**src/rtl/mrc_ec_pkg.sv**
```systemverilog
// Shared constants for the skip-digit-6 error-check stage: sign encoding,
// digit-6 modulus and the fault FSM state type.
package mrc_ec_pkg;

  localparam logic [1:0] SGN_POS = 2'b00;
  localparam logic [1:0] SGN_NEG = 2'b01;
  localparam logic [1:0] SGN_AMB = 2'b10;
  localparam logic [1:0] SGN_RSV = 2'b11;

  localparam int unsigned D6_MODULUS = 262051;

  typedef enum logic [1:0] {
    EC_OK      = 2'd0,
    EC_SUSPECT = 2'd1,
    EC_FAULT   = 2'd2
  } ec_state_t;

  // Disagreeing or reserved sign inputs collapse to ambiguous.
  function automatic logic [1:0] sgn_resolve(input logic [1:0] a, input logic [1:0] b);
    if (a == SGN_RSV || b == SGN_RSV) return SGN_AMB;
    if (a == b)                       return a;
    return SGN_AMB;
  endfunction

endpackage

```
**src/rtl/mrc_valid_delay.sv**
```systemverilog
// Fixed-depth shift register with synchronous clear; carries {valid, digit}
// alongside the MRC pipe so both reach the checker in the same cycle.
module mrc_valid_delay #(
  parameter int DEPTH = 24,
  parameter int W     = 19
) (
  input  logic         clk,
  input  logic         rst_n,
  input  logic [W-1:0] d,
  output logic [W-1:0] q
);

  logic [W-1:0] dly_pipe [DEPTH];

  always_ff @(posedge clk) begin
    if (!rst_n) begin
      for (int i = 0; i < DEPTH; i++) dly_pipe[i] <= '0;
    end else begin
      dly_pipe[0] <= d;
      for (int i = 1; i < DEPTH; i++) dly_pipe[i] <= dly_pipe[i-1];
    end
  end

  assign q = dly_pipe[DEPTH-1];

endmodule

```
**src/rtl/mrc_skp6_ec_check.sv**
```systemverilog
// Digit-6 error check / resolve stage behind the skip-6 MRC pipe.
// Optional saturating mismatch counter: define MRC_EC_ERRCNT_EN.
module mrc_skp6_ec_check
  import mrc_ec_pkg::*;
#(
  parameter int PIPE_LAT   = 24,
  parameter int DATA_WIDTH = 18,
  parameter int MODULUS    = D6_MODULUS,
  parameter int GOOD_RUN   = 4,
  parameter int FAULT_THR  = 3
) (
  input  logic                  clk,
  input  logic                  rst_n,
  input  logic                  in_valid,
  input  logic [DATA_WIDTH-1:0] dig6_rx,
  input  logic [DATA_WIDTH-1:0] d6_calc,
  input  logic [1:0]            sgn_a,
  input  logic [1:0]            sgn_b,
  input  logic                  fault_clr,
  output logic                  out_valid,
  output logic [1:0]            sign_out,
  output logic [DATA_WIDTH-1:0] dig6_out,
  output logic                  err_flag,
  output logic                  fault,
  output logic [1:0]            ec_state
`ifdef MRC_EC_ERRCNT_EN
  ,
  output logic [15:0]           err_count
`endif
);

  localparam logic [DATA_WIDTH:0] MOD_W = (DATA_WIDTH+1)'(MODULUS);
  localparam logic [15:0]         THR_W = 16'(FAULT_THR);
  localparam logic [15:0]         RUN_W = 16'(GOOD_RUN);

  // Alignment of the received digit with the reconstructed one
  logic [DATA_WIDTH:0]   dly_in, dly_out;
  logic                  v_al;
  logic [DATA_WIDTH-1:0] rx_al;

  assign dly_in = {in_valid, dig6_rx};

  mrc_valid_delay #(.DEPTH(PIPE_LAT), .W(DATA_WIDTH+1)) u_dly (
    .clk   (clk),
    .rst_n (rst_n),
    .d     (dly_in),
    .q     (dly_out)
  );

  assign v_al  = dly_out[DATA_WIDTH];
  assign rx_al = dly_out[DATA_WIDTH-1:0];

  // Stage 1: compare, range check, sign resolve
  logic                  s1_v, s1_mis, s1_rerr;
  logic [1:0]            s1_sgn;
  logic [DATA_WIDTH-1:0] s1_calc, s1_rx;

  always_ff @(posedge clk) begin
    if (!rst_n) begin
      s1_v    <= 1'b0;
      s1_mis  <= 1'b0;
      s1_rerr <= 1'b0;
      s1_sgn  <= SGN_POS;
      s1_calc <= '0;
      s1_rx   <= '0;
    end else begin
      s1_v <= v_al;
      if (v_al) begin
        s1_mis  <= (d6_calc != rx_al);
        s1_rerr <= ({1'b0, d6_calc} >= MOD_W) || ({1'b0, rx_al} >= MOD_W);
        s1_sgn  <= sgn_resolve(sgn_a, sgn_b);
        s1_calc <= d6_calc;
        s1_rx   <= rx_al;
      end
    end
  end

  // Stage 2: corrected outputs, held across idle cycles
  always_ff @(posedge clk) begin
    if (!rst_n) begin
      out_valid <= 1'b0;
      dig6_out  <= '0;
      err_flag  <= 1'b0;
      sign_out  <= SGN_POS;
    end else begin
      out_valid <= s1_v;
      if (s1_v) begin
        dig6_out <= s1_mis ? s1_calc : s1_rx;
        err_flag <= s1_mis | s1_rerr;
        sign_out <= s1_sgn;
      end
    end
  end

  // Fault FSM, fed by the registered stage-2 sample
  ec_state_t   state, state_nx;
  logic [15:0] mcnt, mcnt_nx, gcnt, gcnt_nx;
  logic        bad;

  assign bad = err_flag | (sign_out == SGN_AMB);

  always_ff @(posedge clk) begin
    if (!rst_n) begin
      state <= EC_OK;
      mcnt  <= '0;
      gcnt  <= '0;
    end else begin
      state <= state_nx;
      mcnt  <= mcnt_nx;
      gcnt  <= gcnt_nx;
    end
  end

  always_comb begin
    state_nx = state;
    mcnt_nx  = mcnt;
    gcnt_nx  = gcnt;
    case (state)
      EC_OK: begin
        if (out_valid && bad) begin
          state_nx = EC_SUSPECT;
          mcnt_nx  = 16'd1;
          gcnt_nx  = '0;
        end
      end
      EC_SUSPECT: begin
        if (out_valid) begin
          if (bad) begin
            gcnt_nx = '0;
            mcnt_nx = mcnt + 16'd1;
            if (mcnt_nx >= THR_W) state_nx = EC_FAULT;
          end else begin
            gcnt_nx = gcnt + 16'd1;
            if (gcnt_nx >= RUN_W) begin
              state_nx = EC_OK;
              mcnt_nx  = '0;
              gcnt_nx  = '0;
            end
          end
        end
      end
      EC_FAULT: begin
        // Clearing onto a bad sample restarts the burst count at one
        if (fault_clr) begin
          if (out_valid && bad) begin
            state_nx = EC_SUSPECT;
            mcnt_nx  = 16'd1;
          end else begin
            state_nx = EC_OK;
            mcnt_nx  = '0;
          end
          gcnt_nx = '0;
        end
      end
      default: begin
        state_nx = EC_OK;
        mcnt_nx  = '0;
        gcnt_nx  = '0;
      end
    endcase
  end

  always_comb begin
    fault    = (state == EC_FAULT);
    ec_state = state;
  end

`ifdef MRC_EC_ERRCNT_EN
  always_ff @(posedge clk) begin
    if (!rst_n)
      err_count <= '0;
    else if (out_valid && err_flag && err_count != 16'hFFFF)
      err_count <= err_count + 16'd1;
  end
`endif

endmodule

```
**config.mk**
```make
export PLATFORM = sky130hd
export DESIGN_NAME = mrc_skp6_ec_check
export DESIGN_NICKNAME = d
export VERILOG_FILES = /design/src/rtl/mrc_ec_pkg.sv /design/src/rtl/mrc_valid_delay.sv /design/src/rtl/mrc_skp6_ec_check.sv
export SDC_FILE = /design/constraint.sdc
export NUM_CORES = 1
export LEC_CHECK = 0
export BUFFER_PORTS_ARGS = -buffer_cell sky130_fd_sc_hd__clkbuf_2
export CELL_PAD_IN_SITES_DETAIL_PLACEMENT = 1
export CELL_PAD_IN_SITES_GLOBAL_PLACEMENT = 2
export CORE_AREA = 8 8 230 232
export DETAILED_ROUTE_END_ITERATION = 7
export DIE_AREA = 0 0 238 240
export GPL_ROUTABILITY_DRIVEN = 0
export PLACE_DENSITY = 0.78
export SYNTH_ARGS = -nofsm -noshare
export SYNTH_HDL_FRONTEND = slang
export SYNTH_SLANG_ARGS = --single-unit
```
**constraint.sdc**
```tcl
create_clock -name clk -period 2.79 [get_ports clk]
set_input_delay 0.279 -clock clk [delete_from_list [all_inputs] [get_ports clk]]
set_output_delay 0.279 -clock clk [all_outputs]
set_load 0.1 [all_outputs]
```
==> metrics.cfg <==
[synth]
synth_warnings = 0
mappedNetlistArea_sq_um = 17000
synth-main-ff-cell = dfxtp_1
synth.avg_cell_area_sq_um = 11.5
syn_nets = 1520
async_flop_share = 0
synth.distinct_cells = 55
ys_seq_area_frac = 0.653
synthCells = 1473
synth_seq_cells = 553
synth_edf_count = 0

[clock_tree]
cts_root_buffer = clkbuf_16
cts_max_level = 2
cts_buffer_depth = 3
insertion_delay_ns = 0.60
cts_tree = done
cts_num_sinks = 553
cts_buffers = 53
clk_pin_slew_ns = 0.06

[pwr]
p_leak_nw = 8.06
vdd_drop_max_mv = 0.485
power_density_nw_per_um2 = 759

[sta]
skew_ns = 0.0174
hold_viol_final = 0
fmax_mhz = 386
slew_viol_final = 0
fin_crit_ns = 2.59
whs_ns = 0.0432
worstMarginPinSlew_ns = 0.673
fin_crit_sh = 0.929
relSlewSlack = 0.550
rsz0062_at_grt = false
setup_violations = 0
tns_ns = 0

[setup_path]
path_max_fanout = 17
slowest_delay_ns = 0.46
slowest_stage = a2111oi_4
endpoint_kind = register
arrival_ns = 3.08
cp-start-kind = register
required_ns = 3.27
path_class = reg -> reg
path_cells = ha_1, nand3_1, buf_4, xor2_1, nand4_1, a2111oi_4, a31o_4, nor2_1, a32o_1

[global_route]
antenna_found_initial = 0
grt_usage = 0.0980
first_global_vias = 9907
grt_pass1_wl_um = 47300
grt_max_degree = 141
globalRouteOverflowTotal = 0

[floorplanning]
io_pins = 69
die_height_um = 240
fp-row-count = 82
dieArea_sq_um = 57100
die_x_um = 238
core_sq_um = 49500
start_util = 0.343

[route]
routed-via-count = 9737
drc = 0
totalWireLength_um = 27800
vias_per_cell = 4.29
wl_per_cell_um = 12.2
drtIter0Drc = 356
drt-pass1-iter-count = 4
drt.antenna.violating_nets = 0

[min_path]
worstHoldPathType = in -> reg

[placement]
dpl_cell_area_sq_um = 18000
place_hpwl_um = 16300
port_buffers = 68

[final_layout]
final_common_cell = dfxtp_1
fin_nets = 1605
syn2layout_area_growth_pct = 18.5
mostFrequentLayoutCells = dfxtp_1, and2_1, clkbuf_2
postLayoutCellArea_sq_um = 20100
n_antenna_cell = 0
drive_gt1_frac = 0.112
postLayoutCoreUtil = 0.406

[run_status]
status = finished clean

[job]
cap_violations = 0

## kinds of logic after synthesis
group,share of synthesized area
compound gates,0.0391
xor+xnor,0.0150
fa+ha+maj,0.00221
buf+inv,0.0202
flops,0.653
mux,0.0355
simple gates,0.235
## report_power, final
group | internal (W) | switching [W]
Combinational | 0.000110 | 0.000133
Clock | 0.00415 | 0.00292
Sequential | 0.00794 | 0.00000793
Total | 0.0122 | 0.00306
## what timing repair did
| action | CTS | global route |
|---|---|---|
| setup buffers | 0 | 0 |
| pin swaps | 0 | 1 |
| endpoints found under the hold margin | 29 | 0 |
| endpoints found under the setup margin | 13 | 18 |
| resized for setup | 1 | 5 |
| hold buffers | 31 | 0 |
## cell type report
type / instances / area, sq um
inverters: 5 / 18.8
multi-input cells: 831 / 5580
flip-flops and latches: 553 / 11100
repair buffers: 114 / 823
clock buffers: 82 / 1610
well taps: 672 / 841
fillers: 5346 / 29400
clock inverters: 12 / 149
## critical path: cells and delay by family (launching register included)
family	cells	cell delay, ns
AO/OA/AOI/OAI	3	1.03
XOR/XNOR	1	0.15
adder cells (fa/ha/maj)	1	0.27
buffers and inverters	1	0.18
flip-flops	1	0.42
AND/OR/NAND/NOR	3	0.42
## Yosys cell counts (5+ instances only)
cell type / n / area, sq um
a31oi_1: 7 / 43.8
inv_1: 5 / 18.8
and2_1: 458 / 2870
nand4_1: 19 / 119
mux2i_1: 59 / 591
buf_1: 5 / 18.8
nor2_1: 23 / 86.3
a21boi_0: 10 / 75.1
a21oi_1: 9 / 45.0
nor4_1: 6 / 37.5
and3_1: 17 / 106
xnor2_1: 22 / 193
xor2_1: 7 / 61.3
nor2b_1: 43 / 269
nand3_1: 12 / 60.1
o211a_1: 19 / 190
o21ai_0: 19 / 95.1
nand2_1: 32 / 120
dfxtp_1: 553 / 11100
nor3_1: 13 / 65.1
clkbuf_1: 74 / 278
## metal layers
| metal | track usage | part of all wire |
|---|---|---|
| met2 | 0.169 | 0.47 |
| met5 | 0 | 0 |
| met1 | 0.111 | 0.44 |
| met4 | 0.0428 | 0.035 |
| met3 | 0.0305 | 0.048 |
## state kept, by name, indices dropped and copies added, names as in the netlist
| signal | cells |
|---|---|
| err_flag | 1 |
| mcnt | 16 |
| dig6_out | 18 |
| s1_rerr | 1 |
| ec_state | 2 |
| sign_out | 2 |
| s1_v | 1 |
| s1_rx | 18 |
| u_dly.dly_pipe | 456 |
| s1_mis | 1 |
| out_valid | 1 |
| s1_sgn | 2 |
| gcnt | 16 |
| s1_calc | 18 |
## stage by stage
stage / std cells / worst slack, ns / total power [W]
2_1_floorplan: 1473 / 0.0433 / 0.00825
3_3_place_gp: 2144 / -0.182 / 0.00834
3_5_place_dp: 2144 / -0.263 / 0.00834
4_1_cts: 2269 / 0.0599 / 0.0156
5_1_grt: 2269 / 0.000175 / 0.0159
6_report: 2269 / 0.197 / 0.0153
## worst paths after layout
| check | from | slack (ns) | to | depth (start not counted) |
|---|---|---|---|---|
| max | gcnt[1] | 0.20 | mcnt[8] | 9 |
| min | d6_calc[14] | 0.04 | s1_calc[14] | 3 |
| max reg2reg | gcnt[1] | 0.20 | mcnt[8] | 9 |
| min reg2reg | u_dly.dly_pipe[10][18] | 0.42 | u_dly.dly_pipe[11][18] | 1 |
Note: power is estimated with default switching activity, not from simulation.
